$ cat config.mk
export PLATFORM = sky130hd
export DESIGN_NAME = radio_rx_framer
export DESIGN_NICKNAME = d
export VERILOG_FILES = /design/src/rtl/radio_rx_framer.sv
export SDC_FILE = /design/constraint.sdc
export NUM_CORES = 2
export LEC_CHECK = 0
export BUFFER_PORTS_ARGS = -buffer_cell sky130_fd_sc_hd__buf_4
export CAP_MARGIN = 20
export CORE_MARGIN = 2
export CORE_UTILIZATION = 45
export CTS_CLUSTER_DIAMETER = 100
export CTS_CLUSTER_SIZE = 20
export DETAILED_ROUTE_END_ITERATION = 8
export HOLD_SLACK_MARGIN = 0.08
export MAX_ROUTING_LAYER = met4
export PLACE_DENSITY = 0.63
export SLEW_MARGIN = 20
export SYNTH_ARGS = -nofsm -noshare
export SYNTH_HDL_FRONTEND = slang
export SYNTH_SLANG_ARGS = --single-unit
$ cat constraint.sdc
create_clock -name radio_clk -period 24.9 [get_ports radio_clk]
set_clock_uncertainty 0.1 [all_clocks]
set_input_delay 2.49 -clock radio_clk [delete_from_list [all_inputs] [get_ports radio_clk]]
set_output_delay 2.49 -clock radio_clk [all_outputs]
set_load 0.005 [all_outputs]
$ cat src/rtl/radio_rx_framer.sv
// rtl/radio_rx_framer.sv - radio receive framer: command-driven capture, word FIFO, packet stream out
module radio_rx_framer #(
    parameter int NSPC        = 1,
    parameter int SAMP_W      = 32,
    parameter int FIFO_ADDR_W = 5,
    parameter int NW_W        = 16,
    parameter int SPP_W       = 12,
    localparam int RADIO_W    = SAMP_W * NSPC
) (
    input  logic               radio_clk,
    input  logic               radio_rst_n,
    input  logic [RADIO_W-1:0] radio_rx_data,
    input  logic               radio_rx_stb,
    input  logic [63:0]        radio_time,
    input  logic               cmd_valid,
    output logic               cmd_ready,
    input  logic               cmd_timed,
    input  logic [63:0]        cmd_time,
    input  logic               cmd_continuous,
    input  logic [NW_W-1:0]    cmd_num_words,
    input  logic               cmd_stop,
    input  logic [SPP_W-1:0]   spp,
    output logic [RADIO_W-1:0] m_tdata,
    output logic [63:0]        m_ttimestamp,
    output logic               m_tlast,
    output logic               m_teob,
    output logic               m_terr,
    output logic               m_tvalid,
    input  logic               m_tready,
    output logic               overflow,
    output logic               late,
    output logic               busy
);
    localparam int DEPTH = 1 << FIFO_ADDR_W;
    localparam int CNT_W = FIFO_ADDR_W + 1;
    // entry layout: {data, timestamp, tlast, teob, terr}
    localparam int E_W   = RADIO_W + 67;

    typedef enum logic [1:0] {IDLE, WAIT_TIME, RUN, OVF_FLUSH} state_t;
    state_t state, state_next;

    logic [63:0]        time_q;
    logic [63:0]        pkt_ts;
    logic               cont_q;
    logic               stop_pending;
    logic [NW_W-1:0]    remain;
    logic [SPP_W-1:0]   spp_q;
    logic [SPP_W-1:0]   wcnt;
    // occupancy covers the write stage, the memory and the output register
    logic [CNT_W-1:0]   count;
    logic [CNT_W-1:0]   wr_ptr;
    logic [CNT_W-1:0]   rd_ptr;
    logic [E_W-1:0]     mem [DEPTH];
    logic               wq_valid;
    logic [E_W-1:0]     wq_entry;

    logic full, word_first, word_eob, word_tlast;
    logic accept, do_write, do_marker, ovf_evt, late_evt;
    logic rd_fire, out_load;

    assign cmd_ready  = (state == IDLE);
    assign busy       = (state != IDLE);
    assign full       = (count == CNT_W'(DEPTH));
    assign word_first = (wcnt == '0);
    assign word_eob   = cont_q ? stop_pending : (remain == NW_W'(1));
    assign word_tlast = word_eob || (wcnt == spp_q - SPP_W'(1));
    assign rd_fire    = m_tvalid && m_tready;
    assign out_load   = (wr_ptr != rd_ptr) && (!m_tvalid || m_tready);

    // state register
    always_ff @(posedge radio_clk or negedge radio_rst_n) begin
        if (!radio_rst_n) state <= IDLE;
        else              state <= state_next;
    end

    // next-state and per-cycle capture decisions
    always_comb begin
        state_next = state;
        accept     = 1'b0;
        do_write   = 1'b0;
        do_marker  = 1'b0;
        ovf_evt    = 1'b0;
        late_evt   = 1'b0;
        case (state)
            IDLE: begin
                if (cmd_valid) begin
                    accept     = 1'b1;
                    state_next = cmd_timed ? WAIT_TIME : RUN;
                end
            end
            WAIT_TIME: begin
                if (radio_rx_stb) begin
                    if (radio_time == time_q) begin
                        if (full) begin
                            ovf_evt    = 1'b1;
                            state_next = OVF_FLUSH;
                        end else begin
                            do_write   = 1'b1;
                            state_next = word_eob ? IDLE : RUN;
                        end
                    end else if (radio_time > time_q) begin
                        late_evt   = 1'b1;
                        state_next = IDLE;
                    end
                end
            end
            RUN: begin
                if (radio_rx_stb) begin
                    if (full) begin
                        ovf_evt    = 1'b1;
                        state_next = OVF_FLUSH;
                    end else begin
                        do_write   = 1'b1;
                        state_next = word_eob ? IDLE : RUN;
                    end
                end
            end
            OVF_FLUSH: begin
                if (!full) begin
                    do_marker  = 1'b1;
                    state_next = IDLE;
                end
            end
            default: state_next = IDLE;
        endcase
    end

    // command latch, burst/packet counters and write stage
    always_ff @(posedge radio_clk or negedge radio_rst_n) begin
        if (!radio_rst_n) begin
            time_q       <= '0;
            pkt_ts       <= '0;
            cont_q       <= 1'b0;
            stop_pending <= 1'b0;
            remain       <= '0;
            spp_q        <= '0;
            wcnt         <= '0;
            wq_valid     <= 1'b0;
            wq_entry     <= '0;
            overflow     <= 1'b0;
            late         <= 1'b0;
        end else begin
            overflow <= ovf_evt;
            late     <= late_evt;
            wq_valid <= do_write || do_marker;
            if (accept) begin
                time_q       <= cmd_time;
                cont_q       <= cmd_continuous;
                remain       <= (cmd_num_words == '0) ? NW_W'(1) : cmd_num_words;
                spp_q        <= (spp == '0) ? SPP_W'(1) : spp;
                wcnt         <= '0;
                stop_pending <= 1'b0;
            end else if (cmd_stop && cont_q && (state == WAIT_TIME || state == RUN)) begin
                stop_pending <= 1'b1;
            end
            if (do_write) begin
                wcnt     <= word_tlast ? '0 : wcnt + SPP_W'(1);
                remain   <= remain - NW_W'(1);
                if (word_first) pkt_ts <= radio_time;
                wq_entry <= {radio_rx_data, word_first ? radio_time : pkt_ts,
                             word_tlast, word_eob, 1'b0};
            end else if (do_marker) begin
                wq_entry <= {{RADIO_W{1'b0}}, pkt_ts, 3'b111};
            end
        end
    end

    // FIFO storage, written one cycle after the capture decision
    always_ff @(posedge radio_clk) begin
        if (wq_valid) mem[wr_ptr[FIFO_ADDR_W-1:0]] <= wq_entry;
    end

    // pointers, occupancy and registered output stage
    always_ff @(posedge radio_clk or negedge radio_rst_n) begin
        if (!radio_rst_n) begin
            wr_ptr       <= '0;
            rd_ptr       <= '0;
            count        <= '0;
            m_tvalid     <= 1'b0;
            m_tdata      <= '0;
            m_ttimestamp <= '0;
            m_tlast      <= 1'b0;
            m_teob       <= 1'b0;
            m_terr       <= 1'b0;
        end else begin
            count <= count + CNT_W'(do_write || do_marker) - CNT_W'(rd_fire);
            if (wq_valid) wr_ptr <= wr_ptr + CNT_W'(1);
            if (out_load) begin
                {m_tdata, m_ttimestamp, m_tlast, m_teob, m_terr} <= mem[rd_ptr[FIFO_ADDR_W-1:0]];
                m_tvalid <= 1'b1;
                rd_ptr   <= rd_ptr + CNT_W'(1);
            end else if (m_tready) begin
                m_tvalid <= 1'b0;
            end
        end
    end
endmodule

==> summary.md <==
| Metric | Value |
|---|---|
| Outcome | `complete, no violations` |
| Final worst-path cycle share | `27.5%` |
| Resized Gates After CTS | `0` |
| CP Data Required Time | `around 26 ns` |
| Clk pwr share | `just under 30%` |
| CP startpoint kind | `input pin` |
| RR Startpoint | `time_q[29]` |
| Initial antenna violation count | `15` |
| TritonCTS buffer count | `slightly above 200` |
| Post-CTS setup buffers | `0` |
| Sequential area share after synthesis | `76.7%` |
| Vias in the first global route | `around 65000` |
| Fin crit period | `around 6.9 ns` |
| Final net count | `around 6700` |
| Global-route wire length before repair | `482000 um` |
| Min-Delay Startpoint | `m_tdata[23]` |
| CTS tree | `yes` |
| CTS hold repair buffers | `0` |
| Syn avg cell area | `~23 um2` |
| Max-Cap Viols | `0` |
| Fmax | `146 MHz` |
| Placed insts | `between 10000 and 15000` |
| Pint | `around 8.8 mW` |
| Final Hold Fails | `0` |
| Area leader, netlist | `edfxtp_1` |
| Post-Synthesis Cells | `a little over 6000` |
| Via density | `roughly 6.1` |
| Antenna Nets Post-Route | `0` |
| RSZ-0062 raised after global routing | `no` |
| Final instance count without filler cells | `about 11000` |
| Die extent in y | `roughly 560 um` |
| Combinational fraction of design power | `between 10% and 20%` |
| Die width | `between 500 and 600 um` |
| Die ar. | `slightly above 0.3 mm2` |
| Area growth syn-to-layout | `10.0%` |
| Final wirelength | `between 300000 and 400000 um` |
| Syn Nets | `roughly 6300` |
| P_sw | `between 3 and 4 mW` |
| PD cells | `about 79 mW/mm2` |
| Post-Syn Area | `approximately 0.14 mm2` |
| Dpl hpwl | `174000 um` |
| Synth Flop Type | `edfxtp_1` |
| Worst vdd ir | `between 0.09 and 0.1 mV` |
| H-tree lvl count | `4` |
| Number of synthesized register bits | `roughly 3600` |
| Post-synth top area share | `69.5%` |
| Worst-Margin Slew | `1.19 ns` |
| Reg-to-reg setup timing slack | `roughly 19 ns` |
| Layout cell share with drive strength beyond 1 | `27.7%` |
| Final setup viols | `0` |
| Cell row count | `202` |
| Initial core utilization | `a little under half` |
| Grt total ovfl | `0` |
| Pin count of the biggest net entering global routing | `between 150 and 200` |
| Slew HR | `around a fifth` |
| Switch share | `between 20% and 30%` |
| Most frequent cells in the layout | `edfxtp_1, mux4_2, buf_4` |
| Clock Path Buffers | `4` |
| Fill cell count | `approximately 24000` |
| Hold Path Class | `flip-flop to flip-flop` |
| Boundary Pins | `300` |
| CTS root buf | `clkbuf_16` |
| Initial DRC count | `slightly above 8000` |
| Cell variety after synth | `about 70` |
| Arrival @ worst endpoint | `between 7 and 8 ns` |
| Drt drc | `0` |
| Max FO, Critical Path | `52` |
| DRT Pass-1 Iters | `6` |
| Reg-to-Reg End | `wq_entry[21]` |
| Placer Congestion | `between 0.7 and 0.8` |
| PortBufs | `approximately 300` |
| Hold Path End | `m_tdata[23]` |
| Core Footprint | `between 0.3 and 0.4 mm2` |
| DR WL/cell | `roughly 32 um` |
| Hold Path Depth | `2` |
| Clk sinks | `approximately 3600` |
| GRT Util Overall | `between 20% and 30%` |
| Seq pwr share | `between 50 and 60%` |
| Final Util | `approximately half` |
| Static Leak | `around 40 nW` |
| CTS clk-pin slew, worst paths | `approximately 0.080 ns` |
| Number of synthesized flops with an enable pin | `3168` |
| Commonest non-fill, non-tap cell in the layout | `edfxtp_1` |
| Path depth of the worst reg2reg path | `12` |
| Asr flop ratio synth | `~11%` |
| Slew Limit Fails | `0` |
| Area contributors post-synth | `edfxtp_1, mux4_2, dfrtp_1` |
| Clk_lat worst skew | `about 0.93 ns` |
| Worst setup path class | `input pin to flip-flop` |
| Setup_tns | `0 ns` |
| Via count | `about 64000` |
| CP Capture Type | `flip-flop` |
| Yosys warnings | `0` |
==> synth_stat cells (all sizes together), types with 15 or more instances <==
master,number
edfxtp,3168
inv,99
a22o,33
nand3,28
a21oi,40
nor2,55
mux2i,103
nand2,214
buf,95
xor2,15
nand4,20
o21ai,198
xnor2,20
nor3,35
dfrtp,392
ha,86
mux2,142
mux4,990
clkbuf,211
==> cells by family (layout without fill, tap and decap cells) <==
kind of cell	count (synthesis)	count (layout)	synth area share [%]
compound gates	343	343	1.50
fa+ha+maj	87	87	0.801
flops	3560	3560	76.7
mux	1235	1235	18.3
simple gates	397	397	1.31
xor+xnor	35	35	0.224
other cells	0	5	0
buf+inv	405	927	1.17
==> power by group through the flow <==
| stage | clock, mW | combinational [mW] | sequential (mW) |
|---|---|---|---|
| 2_1_floorplan | 0 | 1.41 | 6.62 |
| 3_3_place_gp | 0 | 1.93 | 6.69 |
| 3_5_place_dp | 0 | 1.93 | 6.70 |
| 4_1_cts | 3.56 | 1.92 | 6.56 |
| 5_1_grt | 3.75 | 2.02 | 6.57 |
| 6_report | 3.49 | 1.88 | 6.56 |
==> critical path, stage by stage <==
cell	delay [ns]
buf_4	0.11
ha_1	0.32
nand4_2	0.15
or4_4	0.70
nor4_4	0.90
a21oi_2	0.32
nor2_1	0.27
o21ai_4	0.06
buf_4	0.29
inv_4	0.37
buf_4	0.84
mux2_1	0.39
==> per-stage QoR <==
stage | hold slack, ns | worst slack, ns | area [um2] | total power [mW]
global placement | 0.362 | 17.11 | 144000 | 8.63
detailed placement | 0.376 | 17.02 | 144000 | 8.62
finish | 0.385 | 18.05 | 151000 | 11.9
CTS | 0.396 | 17.99 | 150000 | 12.0
global route | 0.411 | 17.87 | 151000 | 12.3
floorplan | 0.350 | 16.42 | 137000 | 8.02
==> registers in the layout, summed over array words and instances, names as in the netlist, 12 cells and up <==
register / cells
mem: 3168
remain: 16
time_q: 64
spp_q: 12
pkt_ts: 64
wcnt: 12
wq_entry: 99
m_tdata: 32
m_ttimestamp: 64
==> worst max-delay path by stage <==
| stage | slack [ns] | to | depth (start not counted) | from |
|---|---|---|---|---|
| 2_1_floorplan | 16.42 | mem[3][0] | 4 | wr_ptr[0] |
| 3_3_place_gp | 17.11 | wq_entry[20] | 12 | radio_time[30] |
| 3_5_place_dp | 17.02 | wq_entry[34] | 12 | radio_time[29] |
| 4_1_cts | 17.99 | wq_entry[21] | 12 | radio_time[29] |
| 5_1_grt | 17.87 | wq_entry[19] | 12 | radio_time[29] |
| 6_report | 18.05 | wq_entry[21] | 12 | radio_time[30] |
==> area by class of cell <==
cell class / count / area, um2 / area share [%]
flip-flops and latches: 3560 / 105000 / 69.7
multi-input cells: 2097 / 30500 / 20.3
clock buffers: 353 / 5660 / 3.76
well taps: 3978 / 4980 / 3.31
repair buffers: 459 / 3720 / 2.47
inverters: 99 / 374 / 0.249
clock inverters: 16 / 280 / 0.186
diodes: 5 / 12.5 / 0.00831
==> routing by layer <==
layer	global-route usage [%]	vias up	routed length [um]
li1	-	25900	-
met1	32.5	35400	146000
met2	35.4	2440	165000
met3	2.79	371	24300
met4	4.06	0	6140
met5	-	-	0
Power figures use the tool's default switching activity.
